**config.mk**
```make
export PLATFORM = sky130hd
export DESIGN_NAME = uart_tx_framer
export DESIGN_NICKNAME = d
export VERILOG_FILES = /design/src/rtl/uart_tx_framer.sv
export SDC_FILE = /design/constraint.sdc
export NUM_CORES = 1
export LEC_CHECK = 0
export ABC_AREA = 1
export ABC_CLOCK_PERIOD_IN_PS = 1500
export BUFFER_PORTS_ARGS = -buffer_cell sky130_fd_sc_hd__buf_4
export CAP_MARGIN = 20
export CELL_PAD_IN_SITES_DETAIL_PLACEMENT = 0
export CELL_PAD_IN_SITES_GLOBAL_PLACEMENT = 1
export CORE_ASPECT_RATIO = 0.5
export CORE_MARGIN = 3
export CORE_UTILIZATION = 38
export CTS_BUF_LIST = sky130_fd_sc_hd__clkbuf_8 sky130_fd_sc_hd__clkbuf_16
export DETAILED_ROUTE_END_ITERATION = 8
export GPL_TIMING_DRIVEN = 0
export PLACE_DENSITY_LB_ADDON = 0.1
export SYNTH_ARGS = -nofsm -noshare
export SYNTH_HDL_FRONTEND = slang
export SYNTH_SLANG_ARGS = --single-unit
```
**constraint.sdc**
```tcl
create_clock -name CLK -period 1.5 [get_ports CLK]
set_input_delay 0.15 -clock CLK [delete_from_list [all_inputs] [get_ports CLK]]
set_output_delay 0.15 -clock CLK [all_outputs]
set_load 0.01 [all_outputs]
```
**src/rtl/uart_tx_framer.sv**
```systemverilog
// UART transmit framer: valid/ready word intake, one-deep holding register, start/data/parity/stop serializer.
// Define UART_TX_PARITY_EN to build the parity bit; without it PAR_EN and PAR_TYP are ignored.
module uart_tx_framer #(
  parameter int DATA_WIDTH = 8
) (
  input  logic                  CLK,
  input  logic                  RST,
  input  logic [DATA_WIDTH-1:0] P_DATA,
  input  logic                  Data_Valid,
  output logic                  Data_Ready,
  input  logic                  PAR_EN,
  input  logic                  PAR_TYP,
  input  logic                  STOP2,
  output logic                  TX_OUT,
  output logic                  busy
);

  localparam int CW = $clog2(DATA_WIDTH);
  localparam logic [CW-1:0] LAST_BIT = CW'(DATA_WIDTH - 1);

`ifdef UART_TX_PARITY_EN
  typedef enum logic [2:0] {IDLE, START, DATA, PARITY, STOP} state_t;
`else
  typedef enum logic [2:0] {IDLE, START, DATA, STOP} state_t;
`endif

  state_t                state;
  logic [DATA_WIDTH-1:0] shift;
  logic [DATA_WIDTH-1:0] hold_data;
  logic [CW-1:0]         bit_cnt;
  logic                  stop_cnt;
  logic                  cur_stop2;
  logic                  hold_stop2;
  logic                  hold_full;

  logic accept;
  logic last_stop;
  logic can_load;
  logic take_in;
  logic take_hold;
  logic to_hold;

`ifdef UART_TX_PARITY_EN
  logic cur_par_en;
  logic cur_par_bit;
  logic hold_par_en;
  logic hold_par_bit;
  logic new_par;

  assign new_par = (^P_DATA) ^ PAR_TYP;
`else
  logic unused_par;

  assign unused_par = PAR_EN ^ PAR_TYP;
`endif

  assign Data_Ready = !hold_full;
  assign accept     = Data_Valid && !hold_full;
  assign last_stop  = (state == STOP) && (!cur_stop2 || stop_cnt);

  // The shift register can only be reloaded when idle or on the final stop cycle;
  // a pending held word always has priority over a fresh one.
  always_comb begin
    can_load  = (state == IDLE) || last_stop;
    take_hold = can_load && hold_full;
    take_in   = can_load && accept && !hold_full;
    to_hold   = accept && !can_load;
  end

  always_ff @(posedge CLK or posedge RST) begin
    if (RST) begin
      state      <= IDLE;
      TX_OUT     <= 1'b1;
      busy       <= 1'b0;
      shift      <= '0;
      hold_data  <= '0;
      bit_cnt    <= '0;
      stop_cnt   <= 1'b0;
      cur_stop2  <= 1'b0;
      hold_stop2 <= 1'b0;
      hold_full  <= 1'b0;
`ifdef UART_TX_PARITY_EN
      cur_par_en   <= 1'b0;
      cur_par_bit  <= 1'b0;
      hold_par_en  <= 1'b0;
      hold_par_bit <= 1'b0;
`endif
    end else begin
      case (state)
        IDLE: begin
          TX_OUT <= 1'b1;
          if (take_in || take_hold) state <= START;
        end
        START: begin
          TX_OUT <= 1'b0;
          state  <= DATA;
        end
        DATA: begin
          TX_OUT <= shift[0];
          shift  <= shift >> 1;
          if (bit_cnt == LAST_BIT) begin
            bit_cnt <= '0;
`ifdef UART_TX_PARITY_EN
            state   <= cur_par_en ? PARITY : STOP;
`else
            state   <= STOP;
`endif
          end else begin
            bit_cnt <= bit_cnt + CW'(1);
          end
        end
`ifdef UART_TX_PARITY_EN
        PARITY: begin
          TX_OUT <= cur_par_bit;
          state  <= STOP;
        end
`endif
        STOP: begin
          TX_OUT <= 1'b1;
          if (last_stop) begin
            stop_cnt <= 1'b0;
            if (take_in || take_hold) begin
              state <= START;
            end else begin
              state <= IDLE;
              busy  <= 1'b0;
            end
          end else begin
            stop_cnt <= 1'b1;
          end
        end
        default: begin
          TX_OUT <= 1'b1;
          state  <= IDLE;
        end
      endcase

      // Frame settings travel with the word so later input changes never touch it.
      if (take_in) begin
        shift     <= P_DATA;
        cur_stop2 <= STOP2;
        busy      <= 1'b1;
`ifdef UART_TX_PARITY_EN
        cur_par_en  <= PAR_EN;
        cur_par_bit <= new_par;
`endif
      end

      if (take_hold) begin
        shift     <= hold_data;
        cur_stop2 <= hold_stop2;
        hold_full <= 1'b0;
        busy      <= 1'b1;
`ifdef UART_TX_PARITY_EN
        cur_par_en  <= hold_par_en;
        cur_par_bit <= hold_par_bit;
`endif
      end

      if (to_hold) begin
        hold_data  <= P_DATA;
        hold_stop2 <= STOP2;
        hold_full  <= 1'b1;
        busy       <= 1'b1;
`ifdef UART_TX_PARITY_EN
        hold_par_en  <= PAR_EN;
        hold_par_bit <= new_par;
`endif
      end
    end
  end

endmodule
```
==> flow_summary.json, run 1 <==
{
  "status": "completed",
  "ys_ff_latch": 27,
  "syn_nets": 202,
  "post-route-util": 0.513,
  "yosysUniqueCellTypes": 24,
  "ys_warn_count": 0,
  "dr.first_iter.drc_count": 79,
  "cts.htree.levels": 1,
  "max_freq_mhz": 673,
  "r2r-end": "shift[4]",
  "clock-sinks": 27,
  "path_cells": "ha_2, nand2_4, nand2_4, buf_12, nand2_4, buf_12, nand3_1, nand2_1, nand2_1",
  "route.detailed.drc": 0,
  "worst_path_most_repeated_cell": "nand2_4",
  "area_delta_synth_final_pct": 24.1,
  "mostFrequentLayoutCells": "nand2_1 (66), nand3_1 (26), dfrtp_1 (26)",
  "final_common_cell": "nand2_1",
  "maxCapViolations": 0,
  "wl_per_cell_um": 13.1,
  "worst_ep_arrival_time_ns": 1.66,
  "grt_max_degree": 21,
  "worstSetupEndpointType": "flip-flop",
  "hold_path_startpoint": "STOP2",
  "crit_family": "simple AND/OR/NAND/NOR gates",
  "crit_required_ns": 1.68,
  "die_h_um": 50.2,
  "synth_cells": 182,
  "timing.rr.start": "state[0]",
  "slew_viol_final": 0,
  "grt_pass1_wl_um": 5490,
  "cts.clk_slew.worst_paths_ns": 0.10,
  "whs_ns": 0.104,
  "setup_viol": 0,
  "hold_class": "primary input to flip-flop",
  "worst_hold_path.num_cells": 3,
  "nFillCells": 348,
  "relSlewSlack": 0.731,
  "coreArea_um2": 3580,
  "final_net_count": 227,
  "period_share": 0.990,
  "port_buffers": 14,
  "routabilityCongestion": 0.763,
  "dieArea_um2": 4730,
  "synth.avg_cell_area_um2": 8.15,
  "worst_slew_pin_slew_ns": 0.403,
  "peakVddDrop_mv": 0.704,
  "critPathMaxFanout": 10,
  "drive_gt1_frac": 0.262,
  "crit_path_start_kind": "flip-flop",
  "power_per_cell_area_nw_per_um2": 2430,
  "globalRouteTotalUtil": 0.150,
  "clockBufferDepth": 2,
  "slowest_stage": "dfrtp_1",
  "critPathBufInv": 2,
  "antenna_found_initial": 0,
  "ios": 17,
  "hold_end": "hold_stop2",
  "hold_viol_final": 0,
  "overflow": 0,
  "vias_per_cell": 4.73,
  "floorplan.initialDensity": 0.414,
  "hpwl_um": 2200,
  "fin_crit_ns": 1.49,
  "syn-cell-area_um2": 1480,
  "p_leak_nw": 0.987,
  "r2r_slack_ns": 0.01,
  "rows": 15,
  "reg2reg_depth": 9,
  "slowest_delay_ns": 0.42,
  "antenna_cells": 0,
  "final_antenna_net_count": 0,
  "rsz0062_at_grt": "yes",
  "via_count": 1216,
  "cts_buffers": 3,
  "wl_um": 3360,
  "clock_skew_ns": 0.00679,
  "worstSkewPairLatency_ns": 0.28,
  "critical_path_class": "flip-flop to flip-flop",
  "grt_pass1_vias": 1112,
  "root_buffer": "clkbuf_8",
  "cts_tree": "built",
  "synth_seq_area_share": 0.457,
  "drt-pass1-iter-count": 5,
  "die_w_um": 94.3
}
-- worst max-delay path by stage --
stage | from | to | slack, ns | cells after the start
floorplan | state[0] | state[0] | 0.11 | 7
global placement | state[0] | state[0] | -0.07 | 7
CTS | state[0] | shift[6] | 0.005 | 11
detailed placement | state[0] | state[0] | -0.07 | 7
finish | state[0] | shift[4] | 0.01 | 9
global route | state[1] | shift[6] | -0.07 | 10
-- per-stage QoR --
stage | instance area, um^2 | TNS, ns | power, mW | std cells | worst slack [ns]
floorplan | 1480 | 0 | 3.09 | 182 | 0.105
global placement | 1650 | -0.134 | 3.62 | 247 | -0.0678
detailed placement | 1680 | -0.124 | 3.66 | 248 | -0.0667
CTS | 1770 | 0 | 4.21 | 255 | 0.00519
global route | 1840 | -0.510 | 4.89 | 257 | -0.0721
finish | 1840 | 0 | 4.46 | 257 | 0.0150
-- cell usage after synthesis --
| library cell | instances | area [um^2] |
|---|---|---|
| inv_6 | 1 | 8.76 |
| nor2_2 | 1 | 6.26 |
| nor2_1 | 3 | 11.3 |
| nand2_2 | 3 | 18.8 |
| a21boi_1 | 1 | 7.51 |
| dfstp_2 | 1 | 26.3 |
| dfrtp_1 | 26 | 651 |
| inv_4 | 1 | 6.26 |
| buf_2 | 1 | 5.00 |
| a21oi_1 | 4 | 20.0 |
| inv_2 | 3 | 11.3 |
| nand2_4 | 3 | 33.8 |
| ha_1 | 6 | 75.1 |
| o21ai_2 | 3 | 26.3 |
| nand2_1 | 67 | 251 |
| nand3_1 | 27 | 135 |
| buf_12 | 1 | 20.0 |
| o21ai_0 | 4 | 20.0 |
| or2_1 | 1 | 6.26 |
| nor2_4 | 1 | 11.3 |
| buf_6 | 2 | 22.5 |
| nand3b_1 | 6 | 45.0 |
| buf_4 | 1 | 7.51 |
| inv_1 | 15 | 56.3 |
-- where the power goes --
part / internal, mW / switching [mW]
logic: 1.16 / 1.58
clock network: 0.187 / 0.245
registers: 1.10 / 0.188
total: 2.45 / 2.02
-- what timing repair did --
| action | CTS | global route |
|---|---|---|
| endpoints found under the hold margin | 6 | 0 |
| setup endpoints to repair | 20 | 15 |
| setup buffers | 2 | 1 |
| resized for setup | 9 | 8 |
| hold buffers | 1 | 0 |
| cloned | 0 | 1 |
-- registers in the layout (all words and copies together), names as in the netlist --
| register | count |
|---|---|
| busy | 1 |
| TX_OUT | 1 |
| bit_cnt | 3 |
| hold_stop2 | 1 |
| hold_data | 8 |
| state | 2 |
| cur_stop2 | 1 |
| shift | 8 |
| hold_full | 1 |
| stop_cnt | 1 |
-- worst reg2reg max path, stage by stage, from the launching register on --
cell and delay, ns:
dfrtp_1 0.42, ha_2 0.23, nand2_4 0.09, nand2_4 0.08, buf_12 0.15, nand2_4 0.07
buf_12 0.13, nand3_1 0.08, nand2_1 0.08, nand2_1 0.05
-- layout make-up --
cell class	instances	area [um^2]	share of cell area
multi-input combinational	130	711	0.386
sequential	27	677	0.368
timing repair buffer	20	190	0.103
inverter	20	85.1	0.0462
buffer	5	67.6	0.0367
tap	51	63.8	0.0347
clock buffer	3	41.3	0.0224
clock inverter	1	5.00	0.00272
-- kinds of logic (layout without fill, tap and decap cells) --
logic type	Yosys count	in the layout	synth area share
AO/OA/AOI/OAI	12	12	0.0498
adder cells (fa/ha/maj)	6	6	0.0506
buffers and inverters	25	49	0.0928
flip-flops	27	27	0.457
AND/OR/NAND/NOR	112	112	0.350
-- routing by layer --
metal / global-route usage / wire length (um)
met5: 0 / 0
met4: 0.0240 / 7
met3: 0.0419 / 181
met2: 0.216 / 1420
met1: 0.226 / 1750
(Power assumes the default switching activity.)
==> inputs of run 2 (changes only) <==
--- a/config.mk
+++ b/config.mk
@@ -18,6 +18,7 @@
 export DETAILED_ROUTE_END_ITERATION = 8
 export GPL_TIMING_DRIVEN = 0
 export PLACE_DENSITY_LB_ADDON = 0.1
+export REMOVE_ABC_BUFFERS = 1
 export SYNTH_ARGS = -nofsm -noshare
 export SYNTH_HDL_FRONTEND = slang
 export SYNTH_SLANG_ARGS = --single-unit
==> flow_summary.json, run 2 (synthesis gave the netlist of run 1 again) <==
{
  "slew_viol_final": 0,
  "antenna_found_initial": 0,
  "final_net_count": 226,
  "worstSetupEndpointType": "flip-flop",
  "final_common_cell": "nand2_1",
  "setup_tns_ns": 0,
  "wl_per_cell_um": 12.9,
  "p_total_mw": 4.44,
  "reg2reg_depth": 9,
  "place_inst": 243,
  "fin_cells": 256,
  "dr.first_iter.drc_count": 38,
  "hold_viol_final": 0,
  "hpwl_um": 2120,
  "hold_path_startpoint": "P_DATA[0]",
  "p_leak_nw": 0.980,
  "port_buffers": 14,
  "cts_tree": "built",
  "critPathMaxFanout": 8,
  "route.detailed.drc": 0,
  "rows": 15,
  "power_per_cell_area_nw_per_um2": 2350,
  "grt_pass1_wl_um": 5490,
  "root_buffer": "clkbuf_8",
  "timing.rr.start": "state[0]",
  "dieArea_um2": 4730,
  "clock-sinks": 27,
  "worst_ep_arrival_time_ns": 1.60,
  "vias_per_cell": 4.62,
  "worst_hold_path.num_cells": 3,
  "period_share": 0.958,
  "clock_skew_ns": 0.00916,
  "coreArea_um2": 3580,
  "crit_path_start_kind": "flip-flop",
  "maxCapViolations": 0,
  "hold_class": "primary input to flip-flop",
  "nFillCells": 361,
  "r2r_slack_ns": 0.06,
  "setup_viol": 0,
  "crit_required_ns": 1.67,
  "area_delta_synth_final_pct": 27.2,
  "final_antenna_net_count": 0,
  "clockBufferDepth": 2,
  "r2r-end": "shift[7]",
  "drt-pass1-iter-count": 4,
  "routabilityCongestion": 0.759,
  "fin_crit_ns": 1.44,
  "overflow": 0,
  "post-route-util": 0.526,
  "status": "completed",
  "worst_slew_pin_slew_ns": 0.366,
  "reg_top3": "hold_data (8), shift (8), bit_cnt (3)",
  "worstSkewPairLatency_ns": 0.27,
  "max_freq_mhz": 696,
  "hold_end": "hold_data[0]",
  "wl_um": 3310,
  "grt_pass1_vias": 1083,
  "cts_buffers": 3,
  "floorplan.initialDensity": 0.414,
  "cts.clk_slew.worst_paths_ns": 0.10,
  "die_w_um": 94.3,
  "mostFrequentLayoutCells": "nand2_1 (65), nand3_1 (26), dfrtp_1 (24)",
  "cts.htree.levels": 1,
  "drive_gt1_frac": 0.273,
  "globalRouteTotalUtil": 0.154,
  "grt_max_degree": 22,
  "peakVddDrop_mv": 0.665,
  "antenna_cells": 0,
  "ios": 17,
  "relSlewSlack": 0.756,
  "via_count": 1183,
  "die_h_um": 50.2,
  "critical_path_class": "flip-flop to flip-flop",
  "rsz0062_at_grt": "yes"
}
## run 2: changes by cell type in the layout (fill, tap and decap cells not counted), moves of 2 or more
cell     delta
dfrtp_1     -2
dfrtp_2     +2
ha_2        -2
ha_4        +2
nand2_4     -2
nand2_8     +3
## run 2: metrics by stage
step           cell area, um^2  hold slack (ns)  worst slack (ns)
3_5_place_dp              1620            0.152            -0.188
2_1_floorplan             1430            0.202            0.0866
4_1_cts                   1790            0.104          0.000890
6_report                  1890            0.109            0.0630
3_3_place_gp              1600            0.389            -0.206
5_1_grt                   1890            0.112           -0.0181
## run 2: critical path: stages (launching register included)
cell and delay [ns]:
dfrtp_1 0.45, inv_2 0.13, ha_4 0.16, inv_4 0.05, nand2_8 0.12, o21ai_4 0.08, nand2_4 0.14, inv_4 0.08
nand2_1 0.06, nand3_1 0.06
## run 2: per-layer routing
metal	part of all wire	wire, um	track usage	vias to the layer above
li1	-	-	-	625
met1	0.53	1740	0.230	544
met2	0.44	1440	0.224	12
met3	0.033	108	0.0404	2
met4	0.0042	14	0.0288	0
met5	0	0	0	-
## run 2: cell type report
| type | count | area [um^2] | share of cell area |
|---|---|---|---|
| tap | 51 | 63.8 | 0.0338 |
| sequential | 27 | 679 | 0.360 |
| timing repair buffer | 23 | 224 | 0.119 |
| clock inverter | 1 | 3.75 | 0.00199 |
| multi-input combinational | 131 | 786 | 0.417 |
| clock buffer | 3 | 41.3 | 0.0219 |
| inverter | 20 | 87.6 | 0.0464 |
## run 2: worst max path at each step
| stage | cells past startpoint | slack, ns | from | to |
|---|---|---|---|---|
| 3_5_place_dp | 9 | -0.19 | state[0] | shift[7] |
| 2_1_floorplan | 9 | 0.09 | state[0] | shift[7] |
| 5_1_grt | 9 | -0.02 | state[0] | shift[7] |
| 6_report | 9 | 0.06 | state[0] | shift[7] |
| 3_3_place_gp | 9 | -0.21 | state[0] | shift[7] |
| 4_1_cts | 9 | 0.0009 | state[0] | shift[7] |
## run 2: power by group
group / leakage (nW) / internal (mW) / switching, mW
clock network: 0.0269 / 0.184 / 0.232
registers: 0.326 / 1.11 / 0.262
logic: 0.627 / 1.07 / 1.59
total: 0.980 / 2.36 / 2.08
## run 2: timing repair
| item | CTS | global route |
|---|---|---|
| pin swaps | 3 | 4 |
| hold endpoints to repair | 6 | 0 |
| endpoints found under the setup margin | 20 | 20 |
| cloned | 1 | 0 |
| buffers inserted | 5 | 2 |
| gates resized for setup | 9 | 18 |
| hold buffers | 1 | 0 |
